**src/rtl/fifo_pkg.sv**
```systemverilog
// Shared helpers for the parametrised synchronous FIFO.
// Sizing functions and parameter sanity checks used at elaboration.
package fifo_pkg;

    function automatic int cnt_w(input int depth);
        return $clog2(depth) + 1;
    endfunction

    function automatic bit is_pow2(input int n);
        return (n >= 2) && ((n & (n - 1)) == 0);
    endfunction

    function automatic bit af_ok(input int depth, input int af);
        return (af >= 1) && (af <= depth);
    endfunction

    function automatic bit ae_ok(input int depth, input int ae);
        return (ae >= 0) && (ae <= depth - 1);
    endfunction

endpackage

```
**src/rtl/fifo_mem.sv**
```systemverilog
// Simple dual-port RAM: synchronous write, asynchronous read.
// Contents are deliberately not reset.
module fifo_mem #(
    parameter int DATA_W = 8,
    parameter int DEPTH  = 32,
    localparam int AW    = $clog2(DEPTH)
) (
    input  logic              clk,
    input  logic              we,
    input  logic [AW-1:0]     waddr,
    input  logic [DATA_W-1:0] wdata,
    input  logic [AW-1:0]     raddr,
    output logic [DATA_W-1:0] rdata
);

    logic [DATA_W-1:0] mem [DEPTH];

    always_ff @(posedge clk) begin
        if (we) mem[waddr] <= wdata;
    end

    assign rdata = mem[raddr];

endmodule

```
**src/rtl/sync_fifo_p.sv**
```systemverilog
// Parametrised synchronous FIFO using all DEPTH slots, with occupancy,
// threshold flags, error pulses and optional first-word-fall-through read.
module sync_fifo_p
    import fifo_pkg::*;
#(
    parameter int DATA_W   = 8,
    parameter int DEPTH    = 32,
    parameter int AF_LEVEL = DEPTH - 4,
    parameter int AE_LEVEL = 4,
    parameter int FWFT     = 0
) (
    input  logic                     clk,
    input  logic                     rst,
    input  logic                     push,
    input  logic [DATA_W-1:0]        push_data,
    input  logic                     pop,
    output logic [DATA_W-1:0]        pop_data,
    output logic                     full,
    output logic                     empty,
    output logic                     almost_full,
    output logic                     almost_empty,
    output logic [$clog2(DEPTH):0]   count,
    output logic                     overflow,
    output logic                     underflow
);

    localparam int AW = $clog2(DEPTH);
    localparam int CW = cnt_w(DEPTH);

    if (DATA_W < 1) begin : g_chk_width
        $error("sync_fifo_p: DATA_W must be >= 1");
    end
    if (!is_pow2(DEPTH)) begin : g_chk_depth
        $error("sync_fifo_p: DEPTH must be a power of two >= 2");
    end
    if (!af_ok(DEPTH, AF_LEVEL)) begin : g_chk_af
        $error("sync_fifo_p: AF_LEVEL out of range 1..DEPTH");
    end
    if (!ae_ok(DEPTH, AE_LEVEL)) begin : g_chk_ae
        $error("sync_fifo_p: AE_LEVEL out of range 0..DEPTH-1");
    end

    logic [AW-1:0]     wptr;
    logic [AW-1:0]     rptr;
    logic [DATA_W-1:0] rd_data;
    logic              push_acc;
    logic              pop_acc;

    // Flags come straight from the registered count, so they are exact.
    assign full         = (count == CW'(DEPTH));
    assign empty        = (count == '0);
    assign almost_full  = (count >= CW'(AF_LEVEL));
    assign almost_empty = (count <= CW'(AE_LEVEL));

    assign push_acc = push & ~full;
    assign pop_acc  = pop & ~empty;

    always_ff @(posedge clk or posedge rst) begin
        if (rst) begin
            wptr      <= '0;
            rptr      <= '0;
            count     <= '0;
            overflow  <= 1'b0;
            underflow <= 1'b0;
        end else begin
            if (push_acc) wptr <= wptr + 1'b1;
            if (pop_acc)  rptr <= rptr + 1'b1;
            if (push_acc && !pop_acc) begin
                count <= count + 1'b1;
            end else if (pop_acc && !push_acc) begin
                count <= count - 1'b1;
            end
            overflow  <= push & full;
            underflow <= pop & empty;
        end
    end

    fifo_mem #(
        .DATA_W (DATA_W),
        .DEPTH  (DEPTH)
    ) u_mem (
        .clk   (clk),
        .we    (push_acc),
        .waddr (wptr),
        .wdata (push_data),
        .raddr (rptr),
        .rdata (rd_data)
    );

    if (FWFT != 0) begin : g_fwft
        assign pop_data = rd_data;
    end else begin : g_std
        always_ff @(posedge clk or posedge rst) begin
            if (rst) begin
                pop_data <= '0;
            end else if (pop_acc) begin
                pop_data <= rd_data;
            end
        end
    end

endmodule

```
**config.mk**
```make
export PLATFORM = sky130hd
export DESIGN_NAME = sync_fifo_p
export DESIGN_NICKNAME = d
export VERILOG_FILES = /design/src/rtl/fifo_pkg.sv /design/src/rtl/fifo_mem.sv /design/src/rtl/sync_fifo_p.sv
export SDC_FILE = /design/constraint.sdc
export NUM_CORES = 1
export LEC_CHECK = 0
export ABC_AREA = 1
export CAP_MARGIN = 5
export CORE_ASPECT_RATIO = 1.5
export CORE_MARGIN = 3
export CORE_UTILIZATION = 45
export DETAILED_ROUTE_END_ITERATION = 8
export DONT_BUFFER_PORTS = 1
export HOLD_SLACK_MARGIN = 0.06
export MAX_ROUTING_LAYER = met4
export PLACE_DENSITY = 0.64
export SETUP_SLACK_MARGIN = 0.3
export SYNTH_ARGS = -nofsm -noshare
export SYNTH_HDL_FRONTEND = slang
export SYNTH_SLANG_ARGS = --single-unit
export TNS_END_PERCENT = 50
```
**constraint.sdc**
```tcl
create_clock -name clk -period 3.41 [get_ports clk]
set_clock_uncertainty 0.2 [all_clocks]
set_input_delay 0.341 -clock clk [delete_from_list [all_inputs] [get_ports clk]]
set_output_delay 0.341 -clock clk [all_outputs]
set_load 0.05 [all_outputs]
```
Word-level counts from Yosys, hierarchy flattened
Memory sizes are Yosys's and may differ from the RTL's. A register that Yosys moved wholly into a read port is not among the register bits.
Index checks and enable logic that the tools add are counted.
{ "op_classes": {"n_addsub": 4, "magnitude_cmp": 2, "n_eq_ne": 1, "mux": 4, "bitwise_logic": 6, "n_reduce_logical": 6} }
{ "ops": {"columns": ["op", "count"], "rows": [
  ["$mux W6", 2],
  ["$add A5 B1 Y5 const B", 2],
  ["$add A6 B1 Y6 const B", 1],
  ["$eq A6 B6 Y1 const B", 1],
  ["$ge A6 B5 Y1 const B", 1],
  ["$le A6 B3 Y1 const B", 1],
  ["$logic_not A6 Y1", 1],
  ["$sub A6 B1 Y6 const B", 1],
  ["$and A1 B1 Y1", 4],
  ["$logic_and A1 B1 Y1", 2],
  ["$logic_not A1 Y1", 2],
  ["$mux W1", 2],
  ["$not A1 Y1", 2],
  ["$reduce_bool A2 Y1", 1]
]} }
{ "totals": {"register_bits": 18, "ram_bits": 256, "inputBits": 12, "output_inout_bits": 20, "word_cells": 29, "mem_count": 1} }
{ "mem_list": {"columns": ["name", "depth", "width", "read_ports", "rd_ports_with_merged_regs", "wr", "line_no", "text"], "rows": [
  ["u_mem.mem", 32, 8, 1, 1, 1, "fifo_mem.sv:16", "logic [DATA_W-1:0] mem [DEPTH];"]
]} }

Depth between registers and ports, before layout
{ "logic_depth": {"depth_word": 7, "depth_mapped": 16, "mapped_depth_nobuf": 16} }

Modules after synthesis
Synthesis repeated with hierarchy kept, for this count alone.
{ "unflattened": {"hier_cells": 1078, "hier_area_um2": 12014.0} }
{ "by_module_without_submodules": {"columns": ["module", "instances", "cells_per_inst", "area_each_um2", "seq_area_each_um2"], "rows": [
  ["fifo_mem", 1, 914, 10626.4, 7687.4],
  ["sync_fifo_p", 1, 164, 1387.6, 650.6]
]} }

Worst setup path after synthesis
OpenSTA, ideal clock, no wires.
{ "synth_timing": {"path_type": "register -> output", "start": "reg count[0]", "end": "out almost_empty", "t_arrival_ns": 3.228, "t_required_ns": 2.869, "path_slack_ns": -0.359, "path_stages_with_launch": 4, "path_buffers": 0, "cell_sequence": "dfrtp_1 inv_2 nand2_1 a2111oi_0"} }
{ "synth_between": {"elab_chain_cells": 1} }
{ "synth_lines": {"columns": ["element", "line_no", "text"], "rows": [
  ["start: declaration", "sync_fifo_p.sv:22", "output logic [$clog2(DEPTH):0] count,"],
  ["start signal: assignment", "sync_fifo_p.sv:69", "count <= count + 1'b1;"],
  ["start signal: assignment", "sync_fifo_p.sv:71", "count <= count - 1'b1;"],
  ["$le A6 B3 Y1", "sync_fifo_p.sv:53", "assign almost_empty = (count <= CW'(AE_LEVEL));"],
  ["end: declaration", "sync_fifo_p.sv:21", "output logic almost_empty,"]
]} }
No other way between the ends.

Worst setup path in the final report
{ "layout_timing": {"start": "reg count[0]", "end": "reg count[3]"} }
{ "layout_between": {"elab_chain_cells": 6, "word_cells_on_any_way": 15, "classes_between": "2 x add/sub; 1 x eq/ne; 2 x mux; 4 x bitwise; 6 x reduce/logical"} }
{ "layout_lines": {"columns": ["element", "line_no", "text"], "rows": [
  ["$eq A6 B6 Y1 *", "sync_fifo_p.sv:50", "assign full = (count == CW'(DEPTH));"],
  ["$not A1 Y1 *", "sync_fifo_p.sv:55", "assign push_acc = push & ~full;"],
  ["$and A1 B1 Y1 *", "sync_fifo_p.sv:55", null],
  ["named net push_acc", "sync_fifo_p.sv:46", "logic push_acc;"],
  ["$logic_not A1 Y1", "sync_fifo_p.sv:70", "end else if (pop_acc && !push_acc) begin"],
  ["$logic_and A1 B1 Y1", "sync_fifo_p.sv:70", null],
  ["$reduce_bool A2 Y1 (no line)", null, null]
]} }
The timed path passes the listed nets; every way through them passes the cells marked *. The select of a mux whose other input is x is not followed.
A chain may end at the register's enable or synchronous reset.

==> results.yml <==
yosys:
  synth_top_cells_by_count: "sky130_fd_sc_hd__nand2_1 (383), sky130_fd_sc_hd__edfxtp_1 (256), sky130_fd_sc_hd__nand3_1 (159)"
  synth-adder-area-share_pct: 1.196
  yosys_warnings: 0
  synth.area.mux_share_pct: 0
  synth_sequential_area_ratio_pct: 68.69
  async_flop_share_pct: 9.220
  synth_edf_count: 256
  synth_compound_gate_area_share_pct: 1.763
  largest_family_of_logic_cells_by_synthesized_area: "simple AND/OR/NAND/NOR gates"
  netlist_top_cells_area: "sky130_fd_sc_hd__edfxtp_1 (63%), sky130_fd_sc_hd__nand2_1 (12%), sky130_fd_sc_hd__nand3_1 (6.6%)"
  synthDominantAreaCellType: "sky130_fd_sc_hd__edfxtp_1"
  synth_area_sq_um: 12140
  synth.ff_latch_count: 282
  synth_cell_types: 23
  yosys.cell_count.top_type: "sky130_fd_sc_hd__nand2_1"
  synthesis.area_per_instance_sq_um: 10.45
  synth_area_in_xor_xnor_pct: 0.8658
  synth_largest_type_area_fraction_pct: 63.33
  syn-instance-count: 1162
  synth.net_count: 1185
  synth_flop_type: "sky130_fd_sc_hd__edfxtp_1"
  yosys.area_share.simple_pct: 21.20
floorplanning:
  fp.dieW_um: 140.1
  num_rows: 73
  die_area_sq_um: 29020
  io-pin-count: 32
  fp.coreArea_sq_um: 26580
  start_util_pct: 45.67
  dieHeight_um: 207.2
pwr:
  power_leakage_nw: 5.572
  worst_ir_drop_on_vdd_mv: 1.090
  powerDensity_nw_per_um2: 839.3
global_routing:
  grt_max_degree: 139
  via_count_of_the_first_global_routing_pass: 7692
  global_route.overflow_total: 0
  gr-usage-all-layers_pct: 19.36
  grt_pass1_wl_um: 43040
  grt_antenna_before_repair: 0
hold_path:
  min-delay-path-class: "in -> reg"
  hold_start: "push"
clocking:
  clock_tree.root_cell: "sky130_fd_sc_hd__clkbuf_16"
  clockBufferDepth: 3
  cts_hold_repair_buffers: 19
  clk_pin_slew_worst_paths_ns: 0.06
  tritoncts.num_buffers: 26
  clock_tree.htree_level_count: 1
  tritoncts_num_sinks: 282
  tritoncts: "built"
  clk-insertion-delay-late_ns: 0.54
  cts-resized-gates: 0
  post-cts-setup-buffer-count: 0
setup_path:
  critPathLaunch: "count[0]$_DFFE_PP0P_"
  timing.critical_path.cells: "inv_2 > nand2_1 > nor2_1 > nand3_1 > nand2_1 > inv_2 > ha_1 > inv_1 > ha_1 > a21oi_1 > o21a_1 > xor2_1 > o21ai_0"
  worst_ep_required_ns: 3.61
  critical_path.slowest_cell: "sky130_fd_sc_hd__dfrtp_1"
  critical-path-top-delay-family: "simple AND/OR/NAND/NOR gates"
  crit_path_max_fanout: 8
  path_buf_inv: 3
  biggest_cell_delay_along_the_critical_path_ns: 0.39
  critPathLaunchType: "flip-flop"
  worst_setup_path_end_kind: "flip-flop"
  critical_path_class: "reg -> reg"
  cp_data_arrival_time_ns: 2.95
  critical_path.reg2reg.startpoint: "count[0]$_DFFE_PP0P_"
sta:
  setup_total_neg_slack_ns: 0
  timing.final.hold_violations: 0
  total_count_of_max_transition_violations_in_the_final_report: 0
  post-route-period-util_pct: 80.43
  worst_slack_ns: 0.6675
  timing_worst_slew_pin_value_ns: 1.108
  rsz_0062_raised_after_global_routing: "false"
  max_freq_mhz: 364.6
  fin_crit_ns: 2.743
  setup-violations-final: 0
  maxSlewHeadroom_pct: 26.08
job:
  drv.max_cap_violation_count: 0
routing:
  vias: 7827
  routed_wirelength_um: 27180
  wl_per_cell_um: 17.69
  iteration_0_drc_markers: 687
  final_antenna_net_count: 0
  drt-pass1-iter-count: 6
  detail_route.drc_violations: 0
  vias_per_cell: 5.096
placed_design:
  dp_hpwl_um: 16250
  port_buffers: 0
  post-place-cells: 1469
  gp_weighted_congestion: 0.8470
  place_worst_setup_slack_ns: 0.6656
layout:
  stdcell_count: 1536
  final.fill_count: 2316
  post_route_cells_drive_above_1_share_pct: 6.839
  nNetsFinal: 1202
  number_of_inserted_diodes: 0
  finished_core_util_pct: 51.70
  area.growth.synth_to_final_pct: 13.20
outcome:
  status: "completed"
-- layout by cell type, fill, tap and decap left out, types with 2 or more instances in the layout --
cell type and n:
sky130_fd_sc_hd__dlygate4sd3_1 11, sky130_fd_sc_hd__buf_4 19, sky130_fd_sc_hd__clkinv_2 5, sky130_fd_sc_hd__o21ai_0 14
sky130_fd_sc_hd__clkinvlp_4 4, sky130_fd_sc_hd__clkbuf_16 27, sky130_fd_sc_hd__xor2_1 10, sky130_fd_sc_hd__nor2_1 89
sky130_fd_sc_hd__inv_2 4, sky130_fd_sc_hd__clkinv_1 6, sky130_fd_sc_hd__dfrtp_1 24, sky130_fd_sc_hd__bufinv_16 7
sky130_fd_sc_hd__a21oi_1 21, sky130_fd_sc_hd__nand3_1 159, sky130_fd_sc_hd__inv_1 126, sky130_fd_sc_hd__ha_1 10
sky130_fd_sc_hd__xnor2_1 2, sky130_fd_sc_hd__nand2_1 383, sky130_fd_sc_hd__buf_12 10, sky130_fd_sc_hd__edfxtp_1 256
-- per-stage QoR --
step                      instance area (sq um)  total power [mW]  hold WS, ns
after floorplan                           12140             7.237       0.1810
after global placement                    12500             8.233       0.2421
after detailed placement                  12500             8.287       0.2418
after CTS                                 13740             11.61       0.2716
after global routing                      13740             12.23       0.3063
final                                     13740             11.53       0.2946
-- cell families (layout without fill, tap and decap cells) --
family                     after synthesis  count (layout)
AOI/OAI and AO/OA                       40              40
DFF                                    282             282
buffers and inverters                  185             222
xor gates and xnor gates                12              12
and+or+nand+nor                        632             632
adders and majority gates               11              11
-- registers in the layout, summed over array words and instances (netlist names) --
name and flops:
wptr 5, rptr 5, u_mem.mem 256, count 6, underflow 1, pop_data 8, overflow 1
-- worst min-delay path: cells and delay by family --
kind	cells	cell delay (ns)
buf+inv	2	0.62
simple gates	1	0.04
-- area by class of cell --
type / instances / area (sq um) / share of cell area, %
clock inverters: 20 / 296.5 / 2.158
clock buffers: 28 / 679.4 / 4.944
flip-flops and latches: 282 / 8343 / 60.71
well taps: 337 / 421.7 / 3.068
repair buffers: 40 / 452.9 / 3.296
inverters: 134 / 504.2 / 3.669
multi-input cells: 695 / 3044 / 22.15
-- final timing paths --
kind,end,slack (ns),cells past startpoint
setup / recovery,count[3]$_DFFE_PP0P_,0.67,13
hold / removal,overflow$_DFF_PP0_,0.29,3
setup reg to reg,count[3]$_DFFE_PP0P_,0.67,13
hold reg to reg,count[4]$_DFFE_PP0P_,0.35,2
max in group asynchronous,rptr[0]$_DFFE_PP0P_,1.87,2
min in group asynchronous,wptr[0]$_DFFE_PP0P_,0.32,2
-- layer usage --
layer	track usage (%)	vias up	wire length, um
met3	3.141	50	1521
met5	-	-	0
li1	-	3846	-
met1	23.81	3714	10880
met4	5.483	0	688
met2	33.16	217	14090
-- power by group --
part	internal [mW]	leakage [nW]	total (mW)	switching, mW
Combinational	1.10	2.49	3.80	2.71
Sequential	4.10	2.62	4.48	0.382
Clock	1.98	0.465	3.25	1.26
Power figures use the tool's default switching activity.
